==> src/rtl/riscv_pkg.sv <==
// Shared types, defaults and the arbitration priority rule for mem_arbiter.
package riscv_pkg;

   localparam int unsigned MP_DATA_WIDTH_DEF   = 32;
   localparam int unsigned MP_ADDR_WIDTH_DEF   = 32;
   localparam int unsigned MP_STARVE_LIMIT_DEF = 4;
   localparam int unsigned MP_STARVE_CNT_W     = 4;
   localparam int unsigned MP_PERF_CNT_W       = 32;

   typedef enum logic [1:0] {
      IDLE   = 2'd0,
      IF_ACT = 2'd1,
      DM_ACT = 2'd2
   } arb_state_e;

   typedef enum logic [1:0] {
      GNT_NONE = 2'd0,
      GNT_IF   = 2'd1,
      GNT_DM   = 2'd2
   } arb_gnt_e;

   // Data wins ties unless fetch has already waited out the starve limit.
   function automatic arb_gnt_e arb_pick(input logic if_req, input logic dm_req,
                                         input logic starved);
      if (dm_req && !(if_req && starved)) return GNT_DM;
      else if (if_req) return GNT_IF;
      else return GNT_NONE;
   endfunction

endpackage

==> src/rtl/mem_arb_perf_cnt.sv <==
// Wrapping grant and wait-cycle counters for mem_arbiter (built only with MEM_ARB_PERF_EN).
module mem_arb_perf_cnt
   import riscv_pkg::*;
(
   input  logic                     iclk,
   input  logic                     irst_n,
   input  logic                     igrant_if,
   input  logic                     igrant_dm,
   input  logic                     iwait,
   output logic [MP_PERF_CNT_W-1:0] ocnt_if_grants,
   output logic [MP_PERF_CNT_W-1:0] ocnt_dm_grants,
   output logic [MP_PERF_CNT_W-1:0] ocnt_wait_cycles
);

   logic [MP_PERF_CNT_W-1:0] cnt_if_q;
   logic [MP_PERF_CNT_W-1:0] cnt_dm_q;
   logic [MP_PERF_CNT_W-1:0] cnt_wait_q;

   always_ff @(posedge iclk or negedge irst_n) begin
      if (!irst_n) begin
         cnt_if_q   <= '0;
         cnt_dm_q   <= '0;
         cnt_wait_q <= '0;
      end else begin
         if (igrant_if) cnt_if_q   <= cnt_if_q + MP_PERF_CNT_W'(1);
         if (igrant_dm) cnt_dm_q   <= cnt_dm_q + MP_PERF_CNT_W'(1);
         if (iwait)     cnt_wait_q <= cnt_wait_q + MP_PERF_CNT_W'(1);
      end
   end

   assign ocnt_if_grants   = cnt_if_q;
   assign ocnt_dm_grants   = cnt_dm_q;
   assign ocnt_wait_cycles = cnt_wait_q;

endmodule

==> src/rtl/mem_arbiter.sv <==
// Single-port memory arbiter between instruction fetch and the data port.
// Optional perf counters are built when MEM_ARB_PERF_EN is defined.
module mem_arbiter
   import riscv_pkg::*;
#(
   parameter int unsigned MP_DATA_WIDTH   = MP_DATA_WIDTH_DEF,
   parameter int unsigned MP_ADDR_WIDTH   = MP_ADDR_WIDTH_DEF,
   parameter int unsigned MP_STARVE_LIMIT = MP_STARVE_LIMIT_DEF
) (
   input  logic                       iclk,
   input  logic                       irst_n,
   input  logic                       iif_req,
   input  logic [MP_ADDR_WIDTH-1:0]   iif_addr,
   output logic [MP_DATA_WIDTH-1:0]   oif_rdata,
   output logic                       oif_valid,
   output logic                       oif_busy,
   input  logic                       idm_req,
   input  logic                       idm_we,
   input  logic [MP_DATA_WIDTH/8-1:0] idm_be,
   input  logic [MP_ADDR_WIDTH-1:0]   idm_addr,
   input  logic [MP_DATA_WIDTH-1:0]   idm_wdata,
   output logic [MP_DATA_WIDTH-1:0]   odm_rdata,
   output logic                       odm_valid,
   output logic                       odm_busy,
   output logic                       omem_req,
   output logic                       omem_we,
   output logic [MP_DATA_WIDTH/8-1:0] omem_be,
   output logic [MP_ADDR_WIDTH-1:0]   omem_addr,
   output logic [MP_DATA_WIDTH-1:0]   omem_wdata,
   input  logic [MP_DATA_WIDTH-1:0]   imem_rdata,
   input  logic                       imem_ack,
   output logic [MP_PERF_CNT_W-1:0]   ocnt_if_grants,
   output logic [MP_PERF_CNT_W-1:0]   ocnt_dm_grants,
   output logic [MP_PERF_CNT_W-1:0]   ocnt_wait_cycles
);

   localparam int unsigned BE_W = MP_DATA_WIDTH / 8;
   localparam logic [MP_STARVE_CNT_W-1:0] STARVE_MAX = MP_STARVE_CNT_W'(MP_STARVE_LIMIT);

   arb_state_e                 state_q;
   logic [MP_STARVE_CNT_W-1:0] starve_q, starve_d;
   arb_gnt_e                   gnt_d;
   logic                       ack_act;
   logic                       arb_en;

   logic                       mem_req_q;
   logic                       mem_we_q;
   logic [BE_W-1:0]            mem_be_q;
   logic [MP_ADDR_WIDTH-1:0]   mem_addr_q;
   logic [MP_DATA_WIDTH-1:0]   mem_wdata_q;
   logic [MP_DATA_WIDTH-1:0]   if_rdata_q;
   logic                       if_valid_q;
   logic [MP_DATA_WIDTH-1:0]   dm_rdata_q;
   logic                       dm_valid_q;

   // An ack only counts while a transaction is outstanding; in IDLE it is dropped.
   assign ack_act = imem_ack && (state_q != IDLE);
   assign arb_en  = (state_q == IDLE) || ack_act;

   always_comb begin
      gnt_d    = GNT_NONE;
      starve_d = starve_q;
      if (arb_en) begin
         gnt_d = arb_pick(iif_req, idm_req, starve_q >= STARVE_MAX);
         if (gnt_d == GNT_IF) begin
            starve_d = '0;
         end else if (gnt_d == GNT_DM) begin
            if (!iif_req)                   starve_d = '0;
            else if (starve_q < STARVE_MAX) starve_d = starve_q + MP_STARVE_CNT_W'(1);
         end
      end
   end

   always_ff @(posedge iclk or negedge irst_n) begin
      if (!irst_n) begin
         state_q     <= IDLE;
         starve_q    <= '0;
         mem_req_q   <= 1'b0;
         mem_we_q    <= 1'b0;
         mem_be_q    <= '0;
         mem_addr_q  <= '0;
         mem_wdata_q <= '0;
         if_rdata_q  <= '0;
         if_valid_q  <= 1'b0;
         dm_rdata_q  <= '0;
         dm_valid_q  <= 1'b0;
      end else begin
         if_valid_q <= 1'b0;
         dm_valid_q <= 1'b0;
         starve_q   <= starve_d;

         if (ack_act && (state_q == IF_ACT)) begin
            if_rdata_q <= imem_rdata;
            if_valid_q <= 1'b1;
         end
         // Store completions keep the last load value visible.
         if (ack_act && (state_q == DM_ACT)) begin
            dm_valid_q <= 1'b1;
            if (!mem_we_q) dm_rdata_q <= imem_rdata;
         end

         if (arb_en) begin
            case (gnt_d)
               GNT_IF: begin
                  state_q     <= IF_ACT;
                  mem_req_q   <= 1'b1;
                  mem_we_q    <= 1'b0;
                  mem_be_q    <= '1;
                  mem_addr_q  <= iif_addr;
                  mem_wdata_q <= '0;
               end
               GNT_DM: begin
                  state_q     <= DM_ACT;
                  mem_req_q   <= 1'b1;
                  mem_we_q    <= idm_we;
                  mem_be_q    <= idm_be;
                  mem_addr_q  <= idm_addr;
                  mem_wdata_q <= idm_wdata;
               end
               default: begin
                  state_q   <= IDLE;
                  mem_req_q <= 1'b0;
               end
            endcase
         end
      end
   end

   assign omem_req   = mem_req_q;
   assign omem_we    = mem_we_q;
   assign omem_be    = mem_be_q;
   assign omem_addr  = mem_addr_q;
   assign omem_wdata = mem_wdata_q;
   assign oif_rdata  = if_rdata_q;
   assign oif_valid  = if_valid_q;
   assign odm_rdata  = dm_rdata_q;
   assign odm_valid  = dm_valid_q;
   assign oif_busy   = iif_req & ~if_valid_q;
   assign odm_busy   = idm_req & ~dm_valid_q;

`ifdef MEM_ARB_PERF_EN
   mem_arb_perf_cnt u_perf (
      .iclk             (iclk),
      .irst_n           (irst_n),
      .igrant_if        (gnt_d == GNT_IF),
      .igrant_dm        (gnt_d == GNT_DM),
      .iwait            (mem_req_q & ~imem_ack),
      .ocnt_if_grants   (ocnt_if_grants),
      .ocnt_dm_grants   (ocnt_dm_grants),
      .ocnt_wait_cycles (ocnt_wait_cycles)
   );
`else
   assign ocnt_if_grants   = '0;
   assign ocnt_dm_grants   = '0;
   assign ocnt_wait_cycles = '0;
`endif

endmodule

==> config.mk <==
export PLATFORM = sky130hd
export DESIGN_NAME = mem_arbiter
export DESIGN_NICKNAME = d
export VERILOG_FILES = /design/src/rtl/riscv_pkg.sv /design/src/rtl/mem_arb_perf_cnt.sv /design/src/rtl/mem_arbiter.sv
export SDC_FILE = /design/constraint.sdc
export NUM_CORES = 1
export LEC_CHECK = 0
export CORE_AREA = 2 2 144 146
export CTS_CLUSTER_DIAMETER = 40
export DETAILED_ROUTE_END_ITERATION = 8
export DIE_AREA = 0 0 146 148
export PLACE_DENSITY = 0.78
export SYNTH_ARGS = -nofsm -noshare
export SYNTH_HDL_FRONTEND = slang
export SYNTH_HIERARCHICAL = 1
export SYNTH_SLANG_ARGS = --single-unit
==> constraint.sdc <==
create_clock -name iclk -period 2.4 [get_ports iclk]
set_input_delay 0.48 -clock iclk [delete_from_list [all_inputs] [get_ports iclk]]
set_output_delay 0.48 -clock iclk [all_outputs]
set_load 0.005 [all_outputs]
# --- After elaboration in Yosys (flattened, before gate mapping) ---
# Cells that the tools add are included.
classes:
  n_reduce_logical: 15
  n_bitwise: 5
  mul: 0
  shifts: 0
  n_addsub: 1
  eq_ne: 7
  magnitude_cmp: 2
  n_div: 0
  n_mux: 16
op_table:
  columns: ["operator", "n"]
  rows:
  - ["one-hot mux 32 bit (2 select lines)", 2]
  - ["two-way mux 4 bit", 4]
  - ["one-hot mux 4 bit (2 select lines)", 1]
  - ["equality test 2 x 1 -> 1 bit, second input constant", 3]
  - ["equality test 2 bit, second input constant", 3]
  - ["two-way mux 2 bit", 3]
  - ["nonzero test 2 bit", 3]
  - ["logical AND 1 bit", 5]
  - ["adder 4 x 1 -> 4 bit, second input constant", 1]
  - [">= comparator 4 x 3 -> 1 bit, second input constant", 1]
  - ["< comparator 4 x 3 -> 1 bit, second input constant", 1]
  - ["two-way mux 1 bit", 4]
  - ["one-hot mux 2 bit (2 select lines)", 1]
  - ["AND reduction 2 bit", 2]
  - ["inequality test 3 x 1 -> 1 bit, second input constant", 1]
  - ["inverter 1 bit", 3]
  - ["AND reduction 3 bit", 1]
  - ["bitwise AND 1 bit", 2]
  - ["logical NOT 2 bit", 1]
  - ["one-hot mux 1 bit (2 select lines)", 1]
  - ["OR reduction 2 bit", 1]
  - ["logical NOT 1 bit", 1]
  - ["logical OR 1 bit", 1]
totals:
  memories: 0
  mem_bits_rw: 0
  latch_bits: 0
  ff_bits: 142
  romBits: 0

# --- Logic depth before layout (Yosys ltp) ---
depth:
  word_depth: 10
  ltp_mapped: 11
  depth_no_buf: 6

# --- Least setup slack after synthesis ---
# Ideal clock, no wire load.
synth_timing:
  path_type: "input -> register"
  startpoint: "in iif_req"
  endpoint: "reg mem_wdata_q[0], in the netlist omem_wdata[0]"
  arrival_ps: 2478
  setup_slack_ps: -199
  setup_ps: 121
  path_stages: 11
  n_path_buf: 5
  cell_sequence: "clkbuf_2 > o21ai_1 > buf_2 > nand2_1 > and3_1 > ha_1 > buf_2 > nand2b_1 > clkbuf_1 > clkbuf_1 > a22o_1"
synth_between:
  elab_chain_len: 9
synth_rtl:
  columns: ["element", "line", "text"]
  rows:
  - ["from (decl)", "mem_arbiter.sv:12", "input logic iif_req,"]
  - ["logical AND 1 bit", "riscv_pkg.sv:25", "if (dm_req && !(if_req && starved)) return GNT_DM;"]
  - ["logical NOT 1 bit", "riscv_pkg.sv:25", null]
  - ["logical AND 1 bit", "riscv_pkg.sv:25", null]
  - ["two-way mux 2 bit *", "riscv_pkg.sv:25", null]
  - ["two-way mux 2 bit * (2 in series)", "mem_arbiter.sv:63", "if (arb_en) begin"]
  - ["equality test 2 bit or equality test 2 x 1 -> 1 bit (tied branches)", "mem_arbiter.sv:103", "case (gnt_d)"]
  - ["nonzero test 2 bit (no source line)", null, null]
  - ["AND reduction 2 bit (no source line)", null, null]
  - ["to (signal assigned)", "mem_arbiter.sv:118", "mem_wdata_q <= idm_wdata;"]
  - ["to (decl)", "mem_arbiter.sv:50", "logic [MP_DATA_WIDTH-1:0] mem_wdata_q;"]
# Every way passes the cells marked *; elsewhere a longest branch is shown, timed or not. The select of a mux whose other input is x is not followed.
# A chain may end at the register's enable or synchronous reset.

# --- Final worst setup path ---
layout_timing:
  startpoint: "in iif_req"
  endpoint: "out oif_busy"
layout_between:
  elab_chain_len: 1
layout_rtl:
  columns: ["element", "line", "text"]
  rows:
  - ["bitwise AND 1 bit", "mem_arbiter.sv:138", "assign oif_busy = iif_req & ~if_valid_q;"]
  - ["to (decl)", "mem_arbiter.sv:16", "output logic oif_busy,"]
# No other way between the ends.

==> flow_summary.ini <==
[synthesis]
synth-seq-area-share_pct = 54.8
synth.distinct_cells = 35
yosys_warnings = 6
syn_inst = 511
synth_most_common_cell = dfrtp_1
synth_edf_count = 0
synth_top_area_share_pct = 54.8
synth_top_flop_cell = dfrtp_1
synth_commonest_cells = dfrtp_1, buf_4, mux2_2
synth-seq-cells = 142
synth_top_area_cell = dfrtp_1
async_flop_share_pct = 100
synth_area_leaders = dfrtp_1, buf_4, mux2_2
syn_avg_cell_area_um2 = 12.7
syn_area_mm2 = 0.00649

[drt]
postRouteAntennaNets = 0
drtPass1Iterations = 4
via_count = 5036
drt_wl_total_um = 19300
drtIter0Drc = 225
wire_per_inst_um = 17.9
vias_per_cell = 4.67
remaining_drc_errors = 0

[setup_path]
worst_ep_arrival_time_ns = 1.84
cpMaxStageDelayCell = clkdlybuf4s50_1
critical_path_depth = 4
ff2ff_setup_slack_ns = 0.25
cpMostUsedCell = clkdlybuf4s50_1
cp_max_fo = 7
r2r_end = omem_be[1]
crit_type = primary input to primary output
max_stage_delay_ns = 0.54
cp-startpoint = iif_req
required_ns = 1.92
worst_setup_path_start_kind = primary input
r2r_start = starve_q[3]
path_buf_inv = 3
path_delay_family = buffers and inverters
r2r_cells = 6
cp_cell_sequence = clkdlybuf4s50_1, buf_4, nor2b_1, clkdlybuf4s50_1
critPathCaptureType = primary output

[clocking]
clock_sinks = 142
ctsLongestPathBuffers = 2
clock_latency_ns = 0.42
clk_pin_slew_ns = 0.07
ctsHtreeMaxLevel = 4
holdBufCountCts = 0
cts_tree = yes
numCtsBuffers = 17
cts-root-buf = clkbuf_16
cts_resized = 0
postCtsSetupRepairBufs = 0

[sta]
min_period_ns = 2.32
clock_skew_ns = 0.0144
drv_slew = 0
post-route-period-util_pct = 96.8
grt_setup_unrepaired = false
finalSetupViolations = 0
slew_headroom_pct = 62.8
fmax_ghz = 0.431
tns_ns = 0
tightest_slew_ns = 0.558
finalHoldViolations = 0

[cells_and_area]
final_util_pct = 49.9
syn_to_final_growth_pct = 54.1
n_antenna_cell = 0
num-fill-cells = 1785
drive_above_1_share_pct = 16.6
nets = 936

[floorplan]
io_pins = 372
coreArea_mm2 = 0.0200
die_area_mm2 = 0.0216
die_x_um = 146
die_y_um = 148
start_util_pct = 32.4
core.rowCount = 52

[flow_run]
drv_cap = 0

[worst_hold_path]
hold_path_class = primary input to async pin

[run_status]
status = complete, no violations

[grt]
grt_max_degree = 56
antenna_found_initial = 0
grt_pass1_vias = 5211
grt_pass1_wl_um = 29500
overflow = 0
grt.total_usage_pct = 17.7

[placed_design]
place_hpwl_um = 14000
numPortBuffers = 275
gp_congestion = 0.782

[power]
p_leak_nw = 4.26
powerDensity_mw_per_mm2 = 960
ir_worst_vdd_mv = 0.603
power_mw = 9.60
[sequential cells by signal (all words and copies together), names as in the netlist]
| signal | flops |
|---|---|
| odm_rdata | 32 |
| odm_valid | 1 |
| oif_rdata | 32 |
| oif_valid | 1 |
| omem_addr | 32 |
| omem_be | 4 |
| omem_req | 1 |
| omem_wdata | 32 |
| omem_we | 1 |
| starve_q | 4 |
| state_q | 2 |
[report_power, final]
part	switching, mW	internal, mW	leakage, nW
Combinational	1.05	2.15	2.24
Clock	1.23	1.61	0.310
Sequential	0.414	3.14	1.71
[metal layers]
| layer | global-route usage, % | share of wire [%] | wire length [um] |
|---|---|---|---|
| met5 | 0 | 0 | 0 |
| met4 | 7.04 | 2.6 | 503 |
| met3 | 6.02 | 8.0 | 1540 |
| met1 | 21.3 | 41 | 7840 |
| met2 | 29.2 | 49 | 9400 |
[cells by family after synthesis]
group | synth area share, %
other | 0.0578
buffers and inverters | 14.4
multiplexers | 11.1
AO/OA/AOI/OAI | 17.1
AND/OR/NAND/NOR | 2.16
adder cells (fa/ha/maj) | 0.386
flip-flops | 54.8
[final cells by class]
cell class              count  area (um2)  share of cell area [%]
flip-flops and latches    142        3550                    35.5
multi-input cells         326        2380                    23.8
repair buffers            306        3070                    30.7
clock buffers              17         425                    4.25
clock inverters            15         220                    2.20
inverters                   3        11.3                   0.113
well taps                 270         338                    3.38
[worst max path at each step]
stage | end | slack, ns
5_1_grt | oif_busy | 0.02
2_1_floorplan | omem_be[0] | 0.0002
6_report | oif_busy | 0.08
4_1_cts | oif_busy | 0.06
3_3_place_gp | omem_be[3] | -0.22
3_5_place_dp | omem_be[1] | -0.25
[cells in the final DEF (no fill, tap or decap), types with 2 or more instances in the layout]
cell type	n
a22o_1	33
buf_4	24
nand2b_1	3
nand2_1	6
o2bb2ai_1	2
o22a_1	4
mux2_1	2
inv_6	3
dfrtp_1	142
inv_1	3
bufinv_16	2
inv_8	4
clkbuf_16	17
buf_12	7
a311oi_1	32
clkinv_8	5
conb_1	96
nand3_1	2
mux2_2	62
a2bb2oi_1	32
clkdlybuf4s50_1	273
o21ai_0	34
[per-stage QoR]
| stage | worst slack, ns | cells | hold slack, ns | instance area (um2) |
|---|---|---|---|---|
| floorplan | 0.000211 | 606 | 0.184 | 6870 |
| global placement | -0.218 | 1047 | 0.458 | 9360 |
| detailed placement | -0.250 | 1047 | 0.469 | 9360 |
| CTS | 0.0585 | 1079 | 0.0359 | 10000 |
| global route | 0.0180 | 1079 | 0.0512 | 10000 |
| finish | 0.0776 | 1079 | 0.0190 | 10000 |
No activity file was read; power rests on OpenSTA's default activity.
